`src/rtl/pipe_hazard_ctrl_pkg.sv`:
```
// ============================================================================
// pipe_hazard_ctrl_pkg : shared widths, hazard FSM state codes, load-use check
// Revision : 1.0
// ============================================================================
`default_nettype none

package pipe_hazard_ctrl_pkg;

    localparam int XLEN       = 32;
    localparam int PC_WIDTH   = 32;
    localparam int REG_ADDR_W = 5;

    typedef enum logic [0:0] {
        HZ_IDLE     = 1'b0,
        HZ_MEM_WAIT = 1'b1
    } hz_state_e;

    // x0 is hard-wired zero, so a load into it never creates a dependency.
    function automatic logic load_use_hit(
        input logic                  is_load,
        input logic [REG_ADDR_W-1:0] dst,
        input logic [REG_ADDR_W-1:0] rs1,
        input logic [REG_ADDR_W-1:0] rs2,
        input logic                  need_rs1,
        input logic                  need_rs2
    );
        return is_load && (dst != '0) &&
               ((need_rs1 && (rs1 == dst)) || (need_rs2 && (rs2 == dst)));
    endfunction

endpackage

`default_nettype wire

```
`src/rtl/pipe_hazard_ctrl_sat_counter.sv`:
```
// ============================================================================
// sat_counter : up-counter that sticks at all-ones
// Revision : 1.0
// ============================================================================
`default_nettype none

module sat_counter #(
    parameter int WIDTH = 32
) (
    input  logic             clk_i,
    input  logic             rst_n,
    input  logic             inc_i,
    output logic [WIDTH-1:0] cnt_o
);

    logic [WIDTH-1:0] cnt_q;
    logic [WIDTH-1:0] cnt_d;

    always_comb begin
        cnt_d = cnt_q;
        if (inc_i && (cnt_q != {WIDTH{1'b1}})) begin
            cnt_d = cnt_q + WIDTH'(1);
        end
    end

    always_ff @(posedge clk_i or negedge rst_n) begin
        if (!rst_n) begin
            cnt_q <= '0;
        end else begin
            cnt_q <= cnt_d;
        end
    end

    assign cnt_o = cnt_q;

endmodule

`default_nettype wire

```
`src/rtl/pipe_hazard_ctrl.sv`:
```
// ============================================================================
// pipe_hazard_ctrl : stall/flush control for the 5-stage pipeline
// Revision : 1.0
// ============================================================================
`default_nettype none

module pipe_hazard_ctrl
    import pipe_hazard_ctrl_pkg::*;
#(
    parameter int MEM_TIMEOUT = 64,
    parameter int CNT_WIDTH   = 32
) (
    input  logic                 clk_i,
    input  logic                 rst_n,
    input  logic [4:0]           D_rs1_i,
    input  logic [4:0]           D_rs2_i,
    input  logic                 D_need_rs1_i,
    input  logic                 D_need_rs2_i,
    input  logic                 E_is_load_i,
    input  logic [4:0]           E_dstE_i,
    input  logic                 E_mispredict_i,
    input  logic                 M_mem_en_i,
    input  logic                 dmem_ack_i,
    output logic                 dmem_req_o,
    output logic                 pc_stall_o,
    output logic                 F_stall_o,
    output logic                 F_bubble_o,
    output logic                 D_stall_o,
    output logic                 D_bubble_o,
    output logic                 E_stall_o,
    output logic                 E_bubble_o,
    output logic                 M_stall_o,
    output logic                 M_bubble_o,
    output logic                 mem_err_o,
    output logic [CNT_WIDTH-1:0] stall_cnt_o,
    output logic [CNT_WIDTH-1:0] flush_cnt_o
);

    localparam logic [7:0] c_timeout = 8'(MEM_TIMEOUT);

    hz_state_e  state_q;
    hz_state_e  state_d;
    logic [7:0] wait_cnt_q;
    logic [7:0] wait_cnt_d;

    logic w_in_wait;
    logic w_timeout;
    logic w_mem_busy;
    logic w_load_use;
    logic w_flush;
    logic w_lu_stall;

    // Every output is gated by rst_n so nothing leaks while reset is held.
    always_comb begin
        w_in_wait  = (state_q == HZ_MEM_WAIT);
        w_timeout  = w_in_wait && (wait_cnt_q == c_timeout);
        dmem_req_o = rst_n && (w_in_wait || M_mem_en_i);
        w_mem_busy = dmem_req_o && !dmem_ack_i && !w_timeout;
        mem_err_o  = rst_n && w_timeout && !dmem_ack_i;
        w_load_use = load_use_hit(E_is_load_i, E_dstE_i, D_rs1_i, D_rs2_i,
                                  D_need_rs1_i, D_need_rs2_i);
        w_flush    = rst_n && !w_mem_busy && E_mispredict_i;
        w_lu_stall = rst_n && !w_mem_busy && !E_mispredict_i && w_load_use;
    end

    always_comb begin
        pc_stall_o = w_mem_busy || w_lu_stall;
        F_stall_o  = w_mem_busy || w_lu_stall;
        F_bubble_o = w_flush;
        D_stall_o  = w_mem_busy;
        D_bubble_o = w_flush || w_lu_stall;
        E_stall_o  = w_mem_busy;
        E_bubble_o = 1'b0;
        M_stall_o  = 1'b0;
        M_bubble_o = w_mem_busy;
    end

    always_comb begin
        state_d    = state_q;
        wait_cnt_d = '0;
        case (state_q)
            HZ_IDLE: begin
                if (w_mem_busy) begin
                    state_d    = HZ_MEM_WAIT;
                    wait_cnt_d = 8'd1;
                end
            end
            HZ_MEM_WAIT: begin
                if (dmem_ack_i || w_timeout) begin
                    state_d = HZ_IDLE;
                end else begin
                    wait_cnt_d = wait_cnt_q + 8'd1;
                end
            end
            default: state_d = HZ_IDLE;
        endcase
    end

    always_ff @(posedge clk_i or negedge rst_n) begin
        if (!rst_n) begin
            state_q    <= HZ_IDLE;
            wait_cnt_q <= '0;
        end else begin
            state_q    <= state_d;
            wait_cnt_q <= wait_cnt_d;
        end
    end

    sat_counter #(.WIDTH(CNT_WIDTH)) u_stall_cnt (
        .clk_i (clk_i),
        .rst_n (rst_n),
        .inc_i (pc_stall_o),
        .cnt_o (stall_cnt_o)
    );

    sat_counter #(.WIDTH(CNT_WIDTH)) u_flush_cnt (
        .clk_i (clk_i),
        .rst_n (rst_n),
        .inc_i (w_flush),
        .cnt_o (flush_cnt_o)
    );

endmodule

`default_nettype wire

```
`config.mk`:
```
export PLATFORM = sky130hd
export DESIGN_NAME = pipe_hazard_ctrl
export DESIGN_NICKNAME = d
export VERILOG_FILES = /design/src/rtl/pipe_hazard_ctrl_pkg.sv /design/src/rtl/pipe_hazard_ctrl_sat_counter.sv /design/src/rtl/pipe_hazard_ctrl.sv
export SDC_FILE = /design/constraint.sdc
export NUM_CORES = 1
export LEC_CHECK = 0
export ABC_CLOCK_PERIOD_IN_PS = 3800
export CAP_MARGIN = 20
export CORE_ASPECT_RATIO = 0.5
export CORE_UTILIZATION = 40
export CTS_BUF_LIST = sky130_fd_sc_hd__clkbuf_8
export DETAILED_ROUTE_END_ITERATION = 8
export GPL_ROUTABILITY_DRIVEN = 0
export PLACE_DENSITY = 0.67
export SLEW_MARGIN = 40
export SYNTH_ARGS = -nofsm -noshare
export SYNTH_HDL_FRONTEND = slang
export SYNTH_HIERARCHICAL = 1
export SYNTH_SLANG_ARGS = --single-unit
```
`constraint.sdc`:
```
create_clock -name clk_i -period 3.8 [get_ports clk_i]
set_input_delay 1.14 -clock clk_i [delete_from_list [all_inputs] [get_ports clk_i]]
set_output_delay 1.14 -clock clk_i [all_outputs]
set_load 0.01 [all_outputs]
```
==> flow_summary.rst <==
.. list-table::
   :header-rows: 1

   * - Metric
     - Value
   * - Outcome
     - completed
   * - DRC violations left
     - 0
   * - Prevailing post-synth register cell
     - sky130_fd_sc_hd__dfrtp_1
   * - Post-synth top area cell
     - sky130_fd_sc_hd__dfrtp_1
   * - Detailed-route vias per instance
     - 5.05
   * - Required time of the critical path
     - 2.66 ns
   * - Grt ovf
     - 0
   * - # nets final
     - 516
   * - Final setup viols
     - 0
   * - Sequential element share of the synthesized area
     - 0.466
   * - Starting density of the core
     - 0.414
   * - Number of DRC markers after the initial detailed-route iteration
     - 182
   * - Final wirelength
     - 9.28 mm
   * - Final-layout fill cell count
     - 845
   * - Commonest non-fill, non-tap cells in the layout
     - 75 x sky130_fd_sc_hd__clkdlybuf4s50_1, 73 x sky130_fd_sc_hd__dfrtp_1, 52 x sky130_fd_sc_hd__xnor2_1
   * - Max IR drop VDD
     - 0.000186 V
   * - Clock latency at the later pin of the worst-skew pair
     - 0.35 ns
   * - Cell types occupying the most area after synthesis
     - sky130_fd_sc_hd__dfrtp_1 47%, sky130_fd_sc_hd__xnor2_1 12%, sky130_fd_sc_hd__xor2_1 4.9%
   * - Pwr dens
     - 364 nW/µm²
   * - Post-Syn Area per Cell
     - 10.5 µm²
   * - Count of different cell masters after synthesis
     - 42
   * - Number of hold buffers added after cts
     - 0
   * - Clock skew
     - 0.00474 ns
   * - Comb power frac
     - 0.179
   * - Arrival time reported for the critical path endpoint
     - 2.61 ns
   * - Kind of end point of the critical path
     - primary output
   * - Reg clk slew, reported paths
     - 0.07 ns
   * - Final-layout setup total negative slack
     - 0 ns
   * - Clk network pwr share
     - 0.351
   * - Register area
     - 1830 µm²
   * - Most common cell after layout, fill and taps aside
     - sky130_fd_sc_hd__clkdlybuf4s50_1
   * - Sort of element at the start of the critical path
     - input port
   * - Max-cap viol count
     - 0
   * - Via Count
     - 3174
   * - Async set or reset register ratio after synthesis
     - 1.00
   * - TritonCTS clock tree
     - done
   * - Total count of max-transition violations in the final report
     - 0
   * - Normalized max-slew margin
     - 0.562
   * - First-pass GRT wire length
     - 14.9 mm
   * - Count of synthesis-stage warnings from yosys
     - 6
   * - Highest net fanout along the worst path
     - 3
   * - Fraction of the core area covered by cells at the end of the flow
     - 0.565
   * - Antenna violations before repair
     - 0
   * - Area of the core
     - 9480 µm²
   * - Maximum number of pins on one net before global-route repair
     - 74
   * - HPWL reported at the end of detailed placement
     - 6.62 mm
   * - Total track usage
     - 0.187
   * - Multi-input gate area
     - 2030 µm²
   * - Total count of hold-check failures in the final report
     - 0
   * - Clock root buffer
     - sky130_fd_sc_hd__clkbuf_8
   * - Actual transition at the worst max-transition pin
     - 0.657 ns
   * - X dimension of the die
     - 142 µm
   * - Clock sinks
     - 73
   * - Fraction of synthesized cell area taken by the top area cell type
     - 0.466
   * - Number of synthesized flops with an enable pin
     - 0
   * - Number of detailed-routing iterations run before antenna repair
     - 4
   * - Final critical-path share of the clock period
     - 0.987
   * - Floorplan row count
     - 25
   * - Power Internal
     - 1.43 mW
   * - Hold WC Path Type
     - reg2reg
   * - Syn-to-layout area delta
     - 36.6%
   * - Number of global-route vias before repair
     - 3041
   * - Leakage power figure
     - 2.29 nW
   * - Critical path type
     - in2out
   * - Antenna fix cells
     - 0
   * - Net switching power
     - 0.522 mW
   * - Count of input and output buffers
     - 95
   * - Die area
     - 10200 µm²
   * - Post-synthesis cell area
     - 3920 µm²
   * - Fraction of final layout cells sized beyond drive strength 1
     - 0.140
   * - Time the worst path needs with I/O delays and setup
     - 3.75 ns
   * - Maximum clock path buffer count
     - 2
   * - H-Tree Level Count
     - 3
   * - Routed WL per cell
     - 14.8 µm
   * - Proportion of total power due to net switching
     - 0.268
   * - Final ANT Viol Nets
     - 0
   * - Register share of total power
     - 0.471
   * - TritonCTS Buffers
     - 9
   * - Synthesized flop and latch total
     - 73
   * - Number of primary I/O pins
     - 98
   * - Die extent in y
     - 72.0 µm
   * - Fmax
     - 0.267 GHz
   * - Cells after Synth
     - 374
## cell families (layout without fill, tap and decap cells)
family | Yosys count | after routing | share of synthesized area
buf+inv | 18 | 137 | 0.0258
compound gates | 19 | 19 | 0.0421
mux | 4 | 4 | 0.0115
flops | 73 | 73 | 0.466
fa+ha+maj | 4 | 4 | 0.0128
simple gates | 181 | 181 | 0.276
xor+xnor | 74 | 74 | 0.165
other cells | 1 | 2 | 0.000956
## final cells by class
cell class / count / share of cell area
tap: 135 / 0.0315
inverter: 9 / 0.00630
clock inverter: 5 / 0.0145
clock buffer: 11 / 0.0283
timing repair buffer: 112 / 0.200
multi-input combinational: 284 / 0.379
sequential: 73 / 0.341
## power groups by stage
stage               Combinational, mW  Clock (mW)  Sequential (mW)
floorplan                       0.131           0            0.943
global placement                0.344           0            0.931
detailed placement              0.349           0            0.931
CTS                             0.349       0.710            0.917
global route                    0.382       0.742            0.934
finish                          0.348       0.684            0.918
## stage by stage
stage,std cells,instance area [µm²],setup WS [ns],hold WS [ns],power (mW)
final,629,5360,0.0485,0.507,1.95
after global routing,629,5360,-0.0483,0.510,2.06
after CTS,628,5320,0.000305,0.504,1.98
after detailed placement,609,5090,-0.635,0.494,1.28
after global placement,609,5080,-0.598,0.485,1.28
after floorplan,375,3940,0.169,0.476,1.07
## cell usage after synthesis (3+ instances only)
cell                       count
sky130_fd_sc_hd__ha_1          4
sky130_fd_sc_hd__xnor2_1      52
sky130_fd_sc_hd__and3_1        6
sky130_fd_sc_hd__inv_1         9
sky130_fd_sc_hd__and4_1        8
sky130_fd_sc_hd__a21oi_1       4
sky130_fd_sc_hd__buf_4         5
sky130_fd_sc_hd__or4_4         4
sky130_fd_sc_hd__xor2_1       22
sky130_fd_sc_hd__nand3_1      35
sky130_fd_sc_hd__nor4_1        7
sky130_fd_sc_hd__nand4_1      30
sky130_fd_sc_hd__nor3_2        4
sky130_fd_sc_hd__nor3_1        7
sky130_fd_sc_hd__dfrtp_1      73
sky130_fd_sc_hd__nor4_2        3
sky130_fd_sc_hd__o211ai_1      4
sky130_fd_sc_hd__nor2_1       25
sky130_fd_sc_hd__nand2_1      35
sky130_fd_sc_hd__nand3b_1      3
## timing repair
action,4_1_cts,5_1_grt
pin swaps,5,5
endpoints found under the setup margin,7,6
buffers inserted,3,1
resized for setup,24,16
## worst max-delay path, stage by stage
cell and delay [ns]:
sky130_fd_sc_hd__clkdlybuf4s15_1 0.19, sky130_fd_sc_hd__xor2_1 0.19, sky130_fd_sc_hd__nor4_2 0.33, sky130_fd_sc_hd__a32oi_2 0.19
sky130_fd_sc_hd__o41ai_4 0.37, sky130_fd_sc_hd__buf_2 0.20
## metal layers
layer  track usage  up-vias  routed length [µm]
met1         0.249     1536                4460
met4        0.0514        0                 129
met2         0.303       58                4400
li1              -     1565                   -
met5             0        -                   0
met3        0.0495       15                 291
## final timing paths
path                            slack, ns  cells after the start                     to                   from
worst max-delay path                 0.05                      6             pc_stall_o             D_rs2_i[2]
worst min-delay path                 0.51                      1  u_flush_cnt/cnt_o[31]  u_flush_cnt/cnt_o[31]
worst max register to register       0.86                     15  u_stall_cnt/cnt_o[27]          wait_cnt_q[0]
worst min register to register       0.51                      1  u_flush_cnt/cnt_o[31]  u_flush_cnt/cnt_o[31]
max in group asynchronous            2.36                      2  u_stall_cnt/cnt_o[21]                  rst_n
min in group asynchronous            0.97                      2   u_flush_cnt/cnt_o[1]                  rst_n
## registers in the layout, indices dropped and copies added, names as in the netlist
register and flops:
state_q 1, u_flush_cnt/cnt_o 32, u_stall_cnt/cnt_o 32, wait_cnt_q 8
Power figures use the tool's default switching activity.
